<file path="src/rtl/cpu_debug_panel.sv">
// Front-panel run/halt/step controller with debounced buttons and register view.
// Optional PC breakpoint enabled by defining DEBUG_PANEL_BREAKPOINT_EN.
module cpu_debug_panel #(
  parameter int NUM_REGS        = 10,
  parameter int DIV_WIDTH       = 24,
  parameter int DEBOUNCE_CYCLES = 1000000,
  parameter int SEL_WIDTH       = $clog2(NUM_REGS)
) (
  input  logic                     clock_100mhz,
  input  logic                     reset,
  input  logic [4:0]               speed,
  input  logic                     btn_run,
  input  logic                     btn_step,
  input  logic                     btn_next,
  input  logic                     btn_prev,
  input  logic                     btn_home,
  input  logic [31:0]              pc_in,
  input  logic [NUM_REGS*32-1:0]   regs_in,
`ifdef DEBUG_PANEL_BREAKPOINT_EN
  input  logic [31:0]              breakpoint,
`endif
  output logic                     cpu_enable,
  output logic [1:0]               mode,
  output logic [SEL_WIDTH-1:0]     sel,
  output logic [31:0]              word_out,
  output logic                     halted
);

  localparam int CNT_W = $clog2(DEBOUNCE_CYCLES + 1);
  localparam int B_RUN = 0, B_STEP = 1, B_NEXT = 2, B_PREV = 3, B_HOME = 4;

  typedef enum logic [1:0] {
    HALT = 2'd0,
    RUN  = 2'd1,
    STEP = 2'd2
  } mode_e;

  logic [4:0]            btn_raw;
  logic [4:0]            sync1_q, sync2_q;
  logic [4:0]            level_q, level_d;
  logic [4:0]            edge_q, edge_d;
  logic [4:0][CNT_W-1:0] cnt_q, cnt_d;

  logic [DIV_WIDTH-1:0]  div_q, div_d, mask;
  logic                  tick;
  int unsigned           eff;

  mode_e                 mode_q, mode_d;
  logic                  en_q, en_d;
  logic                  skip_q, skip_d;
  logic [SEL_WIDTH-1:0]  sel_q, sel_d;
  logic [31:0]           word_q, word_d;

  assign btn_raw = {btn_home, btn_prev, btn_next, btn_step, btn_run};

  // Counter tracks consecutive synchronised samples that disagree with the accepted level.
  always_comb begin
    level_d = level_q;
    edge_d  = '0;
    for (int unsigned i = 0; i < 5; i++) begin
      cnt_d[i] = '0;
      if (sync2_q[i] != level_q[i]) begin
        if (cnt_q[i] == CNT_W'(DEBOUNCE_CYCLES - 1)) begin
          level_d[i] = sync2_q[i];
          edge_d[i]  = sync2_q[i];
        end else begin
          cnt_d[i] = cnt_q[i] + CNT_W'(1);
        end
      end
    end
  end

  always_comb begin
    if ({27'd0, speed} >= 32'(DIV_WIDTH)) eff = DIV_WIDTH - 1;
    else                                  eff = {27'd0, speed};
    mask  = {DIV_WIDTH{1'b1}} >> (DIV_WIDTH - 1 - eff);
    tick  = (div_q & mask) == mask;
    div_d = div_q + DIV_WIDTH'(1);
  end

  always_comb begin
    mode_d = mode_q;
    en_d   = 1'b0;
    skip_d = skip_q;
    unique case (mode_q)
      RUN: begin
        if (edge_q[B_RUN]) begin
          mode_d = HALT;
        end else if (tick) begin
`ifdef DEBUG_PANEL_BREAKPOINT_EN
          if (pc_in == breakpoint && !skip_q) mode_d = HALT;
          else                                en_d   = 1'b1;
`else
          en_d = 1'b1;
`endif
        end
      end
      HALT: begin
        if (edge_q[B_RUN]) begin
          mode_d = RUN;
          skip_d = 1'b1;
        end else if (edge_q[B_STEP]) begin
          mode_d = STEP;
          en_d   = 1'b1;
        end
      end
      STEP:    mode_d = HALT;
      default: mode_d = HALT;
    endcase
    if (en_d) skip_d = 1'b0;
  end

  always_comb begin
    sel_d = sel_q;
    if (edge_q[B_HOME]) begin
      sel_d = '0;
    end else if (edge_q[B_NEXT] && !edge_q[B_PREV]) begin
      sel_d = (sel_q == SEL_WIDTH'(NUM_REGS - 1)) ? '0 : sel_q + SEL_WIDTH'(1);
    end else if (edge_q[B_PREV] && !edge_q[B_NEXT]) begin
      sel_d = (sel_q == '0) ? SEL_WIDTH'(NUM_REGS - 1) : sel_q - SEL_WIDTH'(1);
    end
  end

  always_comb begin
    word_d = '0;
    for (int unsigned i = 0; i < NUM_REGS; i++) begin
      if (sel_q == SEL_WIDTH'(i)) word_d = regs_in[32*i +: 32];
    end
  end

  always_ff @(posedge clock_100mhz) begin
    if (!reset) begin
      sync1_q <= '0;
      sync2_q <= '0;
      level_q <= '0;
      edge_q  <= '0;
      cnt_q   <= '0;
      div_q   <= '0;
      mode_q  <= RUN;
      en_q    <= 1'b0;
      skip_q  <= 1'b1;
      sel_q   <= '0;
      word_q  <= '0;
    end else begin
      sync1_q <= btn_raw;
      sync2_q <= sync1_q;
      level_q <= level_d;
      edge_q  <= edge_d;
      cnt_q   <= cnt_d;
      div_q   <= div_d;
      mode_q  <= mode_d;
      en_q    <= en_d;
      skip_q  <= skip_d;
      sel_q   <= sel_d;
      word_q  <= word_d;
    end
  end

  assign cpu_enable = en_q;
  assign mode       = mode_q;
  assign halted     = (mode_q == HALT);
  assign sel        = sel_q;
  assign word_out   = word_q;

endmodule

</file>
<file path="config.mk">
export PLATFORM = sky130hd
export DESIGN_NAME = cpu_debug_panel
export DESIGN_NICKNAME = d
export VERILOG_FILES = /design/src/rtl/cpu_debug_panel.sv
export SDC_FILE = /design/constraint.sdc
export NUM_CORES = 1
export LEC_CHECK = 0
export BUFFER_PORTS_ARGS = -buffer_cell sky130_fd_sc_hd__buf_2
export CORE_AREA = 8 8 152 154
export DETAILED_ROUTE_END_ITERATION = 12
export DIE_AREA = 0 0 160 162
export PLACE_DENSITY = 0.81
export SETUP_SLACK_MARGIN = 0.3
export SLEW_MARGIN = 25
export SYNTH_ARGS = -nofsm -noshare
export SYNTH_HDL_FRONTEND = slang
export SYNTH_SLANG_ARGS = --single-unit
</file>
<file path="constraint.sdc">
create_clock -name clock_100mhz -period 4.64 [get_ports clock_100mhz]
set_input_delay 0.464 -clock clock_100mhz [delete_from_list [all_inputs] [get_ports clock_100mhz]]
set_output_delay 0.464 -clock clock_100mhz [all_outputs]
set_load 0.01 [all_outputs]
</file>
* After elaboration in Yosys (flattened, before gate mapping) *
Cells that the tools add are included.

operators by class
  $add $sub $neg = 9
  order comparisons = 1
  equality and inequality tests = 23
  shift operators = 1
  mux-type cells = 24
  bitwise logic cells = 7
  reductions and logical operators = 24

operators with widths
  operator                                                  number
  two-way mux 32 bit                                        10
  adder 20 x 1 -> 20 bit, second input constant             5
  equality test 20 bit, second input constant               5
  right shift 24 x 32 -> 24 bit, first input constant       1
  subtractor 5 x 32 -> 32 bit, first input constant         1
  adder 24 x 1 -> 24 bit, second input constant             1
  bitwise AND 24 bit                                        1
  equality test 24 bit                                      1
  equality test 4 x 3 -> 1 bit, second input constant       4
  two-way mux 4 bit                                         4
  AND reduction 3 bit                                       5
  OR reduction 3 bit                                        5
  AND reduction 2 bit                                       6
  equality test 4 x 2 -> 1 bit, second input constant       2
  equality test 4 bit, second input constant                2
  two-way mux 2 bit                                         3
  NOT 1 bit                                                 6
  greater-or-equal comparator 5 bit, second input constant  1
  two-way mux 5 bit                                         1
  inequality test 1 bit                                     5
  adder 4 x 1 -> 4 bit, second input constant               1
  equality test 4 x 1 -> 1 bit, second input constant       1
  zero test 4 bit                                           1
  two-way mux 1 bit                                         4
  other kinds (11)                                          13

storage, ports and cells
  bits in registers = 183

* Longest topological paths before layout *
  depth in word-level cells = 11
  mapped depth = 10

* Worst setup path after synthesis *
Ideal clock, no wire load.

  path type = input to register
  start point = input port speed[4]
  end point = register en_q (netlist: cpu_enable)
  arrival = 2343 ps
  path slack = 2209 ps
  stages on the path = 9
  buffers on the path = 1
  path through = buf_6 nor2b_1 ha_1 nor2b_4 nand3_1 a21oi_1 a211o_1 or4_4 o32ai_2

on the way
  longest elaborated chain between the ends = 9

RTL lines
  what                               line  RTL
  start: declaration                 11    input logic [4:0] speed,
  greater-or-equal comparator 5 bit  74    if ({27'd0, speed} >= 32'(DIV_WIDTH)) eff = DIV_WIDTH - 1;
  two-way mux 5 bit *                74
  subtractor 5 x 32 -> 32 bit *      76    mask = {DIV_WIDTH{1'b1}} >> (DIV_WIDTH - 1 - eff);
  right shift 24 x 32 -> 24 bit *    76
  bitwise AND 24 bit                 77    tick = (div_q & mask) == mask;
  equality test 24 bit *             77
  two-way mux 1 bit *                89    end else if (tick) begin
  two-way mux 1 bit *                87    if (edge_q[B_RUN]) begin
  case mux 1 bit (2 select lines) *  85    unique case (mode_q)
  end signal: assignment             152   en_q <= en_d;
  end: declaration                   49    logic en_q, en_d;

Every way passes the cells marked *; elsewhere a longest branch is shown, timed or not.
A chain may end at the register's enable or synchronous reset.

* Worst setup path after layout *
  start point = register sel_q[2] (netlist: sel[2])
  end point = register word_q[20] (netlist: word_out[20])

on the way
  longest elaborated chain between the ends = 11

RTL lines
  what                              line  RTL
  start: declaration                51    logic [SEL_WIDTH-1:0] sel_q, sel_d;
  start signal: assignment          154   sel_q <= sel_d;
  zero test 4 bit                   127   if (sel_q == SEL_WIDTH'(i)) word_d = regs_in[32*i +: 32];
  two-way mux 32 bit (9 in series)  127
  two-way mux 32 bit *              127
  end signal: assignment            155   word_q <= word_d;
  end: declaration                  52    logic [31:0] word_q, word_d;

Marked as above.

==> results.md <==
Setup path
- Crit path arrival time: 3.33 ns
- launching instance or port of the critical path: sel[2]
- Largest delay share family, worst path: compound AO/OA/AOI/OAI gates
- critical path class: reg -> reg
- source of the worst register-to-register timing path: sel[2]
- total buffers and inverters traversed by the critical path: 1
- Max stage delay cell, worst path: nor2b_4
- critical path peak fanout: 44
- launching element type of the critical path: flip-flop
- sequence of cells on the critical path: buf_4, nor2b_4, a21oi_1, o221ai_1, o211a_1, o22ai_1, a21boi_1
- critical path endpoint category: flip-flop
- Slowest Stage Delay on Critical Path: 0.82 ns
- required time of the worst setup path: 4.93 ns

STA
- post-route setup TNS: 0 ns
- unrepaired setup endpoints after global routing: false
- clock skew: 0.0169 ns
- final hold violations: 0
- setup slack of the critical path after layout: 1.59 ns
- peak clock frequency supported by timing: 0.328 GHz
- shortest clock period the worst path allows after layout: 3.05 ns
- Slew @ Worst Pin: 0.931 ns
- worst slew margin relative to its limit: 37.8%
- post-route fraction of the period consumed by the critical path: 65.7%
- number of max-slew violations in the final report: 0
- final setup vio count: 0

Clock tree
- root cell of the clock tree: clkbuf_16
- clock tree from TritonCTS: done
- CTS Buf Count: 17
- hold_buf cts: 0
- TritonCTS Sinks: 183
- later-pin clock latency in the skew report: 0.44 ns
- H-tree levels: 4
- post-cts repair resize count: 0
- Max clock buf depth: 2
- buffers inserted during post-CTS setup optimization: 0
- CTS clock-pin slew for the worst setup and hold paths: 0.07 ns

Final layout
- commonest cells after routing, fill and taps aside: 371 x buf_2, 181 x dfxtp_1, 156 x nor2_1
- post-layout instance area: 12700 um2
- Seq. cell area: 3670 um2
- Filler cells: 1922
- proportion of layout cells with a drive suffix above 1: 28.4%
- multi-input combinational cell area: 6070 um2
- layout-stage area growth over the synthesis result: 25.0%
- Final Non-Filler Cells: 1856
- Layout Nets: 1935
- most common cell after layout, fill and taps aside: buf_2

Placement
- post-place setup slack: 1.77 ns
- number of cells after detailed placement: 1818
- placed cell area: 12100 um2
- Routability Congestion: 0.978
- HPWL after DPL: 31100 um
- count of port buffers added during placement: 371

Drt
- met2 wirelength from detailed routing: 17300 um
- number of nets with antenna violations after detailed routing: 0
- First DRT Iteration DRCs: 1132
- final WL: 39100 um
- first-pass iteration count of the detailed router: 6
- routed metal-1 wirelength: 16000 um
- average wire length per cell after detail routing: 21.1 um
- wire length on met3: 4870 um
- top metal layer carrying routed signals: met5
- Post-route DRC: 0
- average via count per standard cell: 5.70
- via count: 10600

Floorplan
- area of the core: 20700 um2
- Die W: 160 um
- starting density of the core: 49.1%
- row count: 53
- I/O Pins: 404
- DIE AREA: 25900 um2
- die height: 162 um

Global route
- global-route wire length before repair: 57600 um
- antenna violations before repair: 12
- Overall Global Routing Usage: 28.7%
- via count of the first global-routing pass: 9933
- largest net degree at the start of global routing: 58
- overflow left after global routing: 0

Synthesis
- Synth Instances: 1237
- leading post-synthesis cells by cell area: dfxtp_1 36%, nor2_1 5.8%, xor2_1 5.7%
- biggest area consumer among synthesized cells: dfxtp_1
- share of async-settable or async-resettable flops after synthesis: 0%
- Mapped Nets: 1610
- area share of the largest cell type after synthesis: 36.0%
- Main synth FF type: dfxtp_1
- library cells used by synthesis: 68
- mean cell area of the mapped netlist: 8.22 um2
- number of enable flip-flop cells after synthesis: 0
- Post-Syn Area: 10200 um2
- register area share after synthesis: 36.0%
- synth warn: 0
- number of storage elements in the synthesis netlist: 183

Outcome
- run status: finished, final reports clean

Power and ir drop
- Power Density: 264 nW/um2
- Overall Power: 3.36 mW
- Worst IR Drop VDD: 0.000277 V
- leakage power: 5.09 nW

Min path
- hold wc startpoint: btn_step
- Hold Crit Class: in -> reg

Job
- maximum capacitance violations: 0

per-layer routing:
layer,up-vias,global-route usage [%]
li1,5044,-
met1,4908,35.6
met2,546,43.9
met3,73,12.1
met4,6,9.22
met5,-,3.55
state kept, by name, indices dropped and copies added, names as in the netlist:
register,cells
level_q,5
cnt_q,100
sync1_q,5
sync2_q,5
word_out,32
edge_q,5
sel,4
div_q,24
cpu_enable,1
mode,2
synthesized netlist by cell type (all sizes together) (23+ instances only):
cell	instances
buf	37
a21oi	46
nor2b	24
and2	29
xor2	66
inv	23
a22oi	30
dfxtp	183
nand4	30
nor2	160
mux2i	41
xnor2	51
o22ai	29
clkbuf	39
nand3	56
o21ai	76
nand2	106
a21boi	27
path summary, 6_finish.rpt:
check	endpoint	slack [ns]	cells past startpoint
worst min-delay path	sync1_q[1]	0.23	2
worst max register to register	word_out[20]	1.59	7
worst min register to register	sync2_q[1]	0.44	1
worst max-delay path	word_out[20]	1.59	7
through the flow:
| step | util, % | hold WS, ns |
|---|---|---|
| floorplan | - | 0.412 |
| global placement | 58.5 | 0.416 |
| detailed placement | 58.5 | 0.429 |
| CTS | 61.3 | 0.220 |
| global route | 61.4 | 0.214 |
| finish | 61.4 | 0.229 |
cells by family (layout without fill, tap and decap cells):
logic type      count (synthesis)  after routing  share of synthesized area [%]
fa+ha+maj                       9              9                           1.11
compound gates                286            286                           18.8
other cells                     0              7                              0
simple gates                  483            483                           23.5
xor+xnor                      117            117                           10.1
mux                            60             60                           6.14
buf+inv                        99            436                           4.37
flops                         183            183                           36.0
area by class of cell:
cell class                 instances  share of cell area (%)
multi-input combinational        955                    47.8
sequential                       183                    28.9
timing repair buffer             382                    15.3
tap                              275                    2.71
clock inverter                    11                   0.808
inverter                          23                   0.680
antenna                            7                   0.138
clock buffer                      20                    3.76
report_power, final:
part	internal [mW]	switching, mW
Clock	0.765	0.657
Combinational	0.168	0.162
Sequential	1.59	0.0129
Total	2.53	0.832
(Power assumes the default switching activity.)
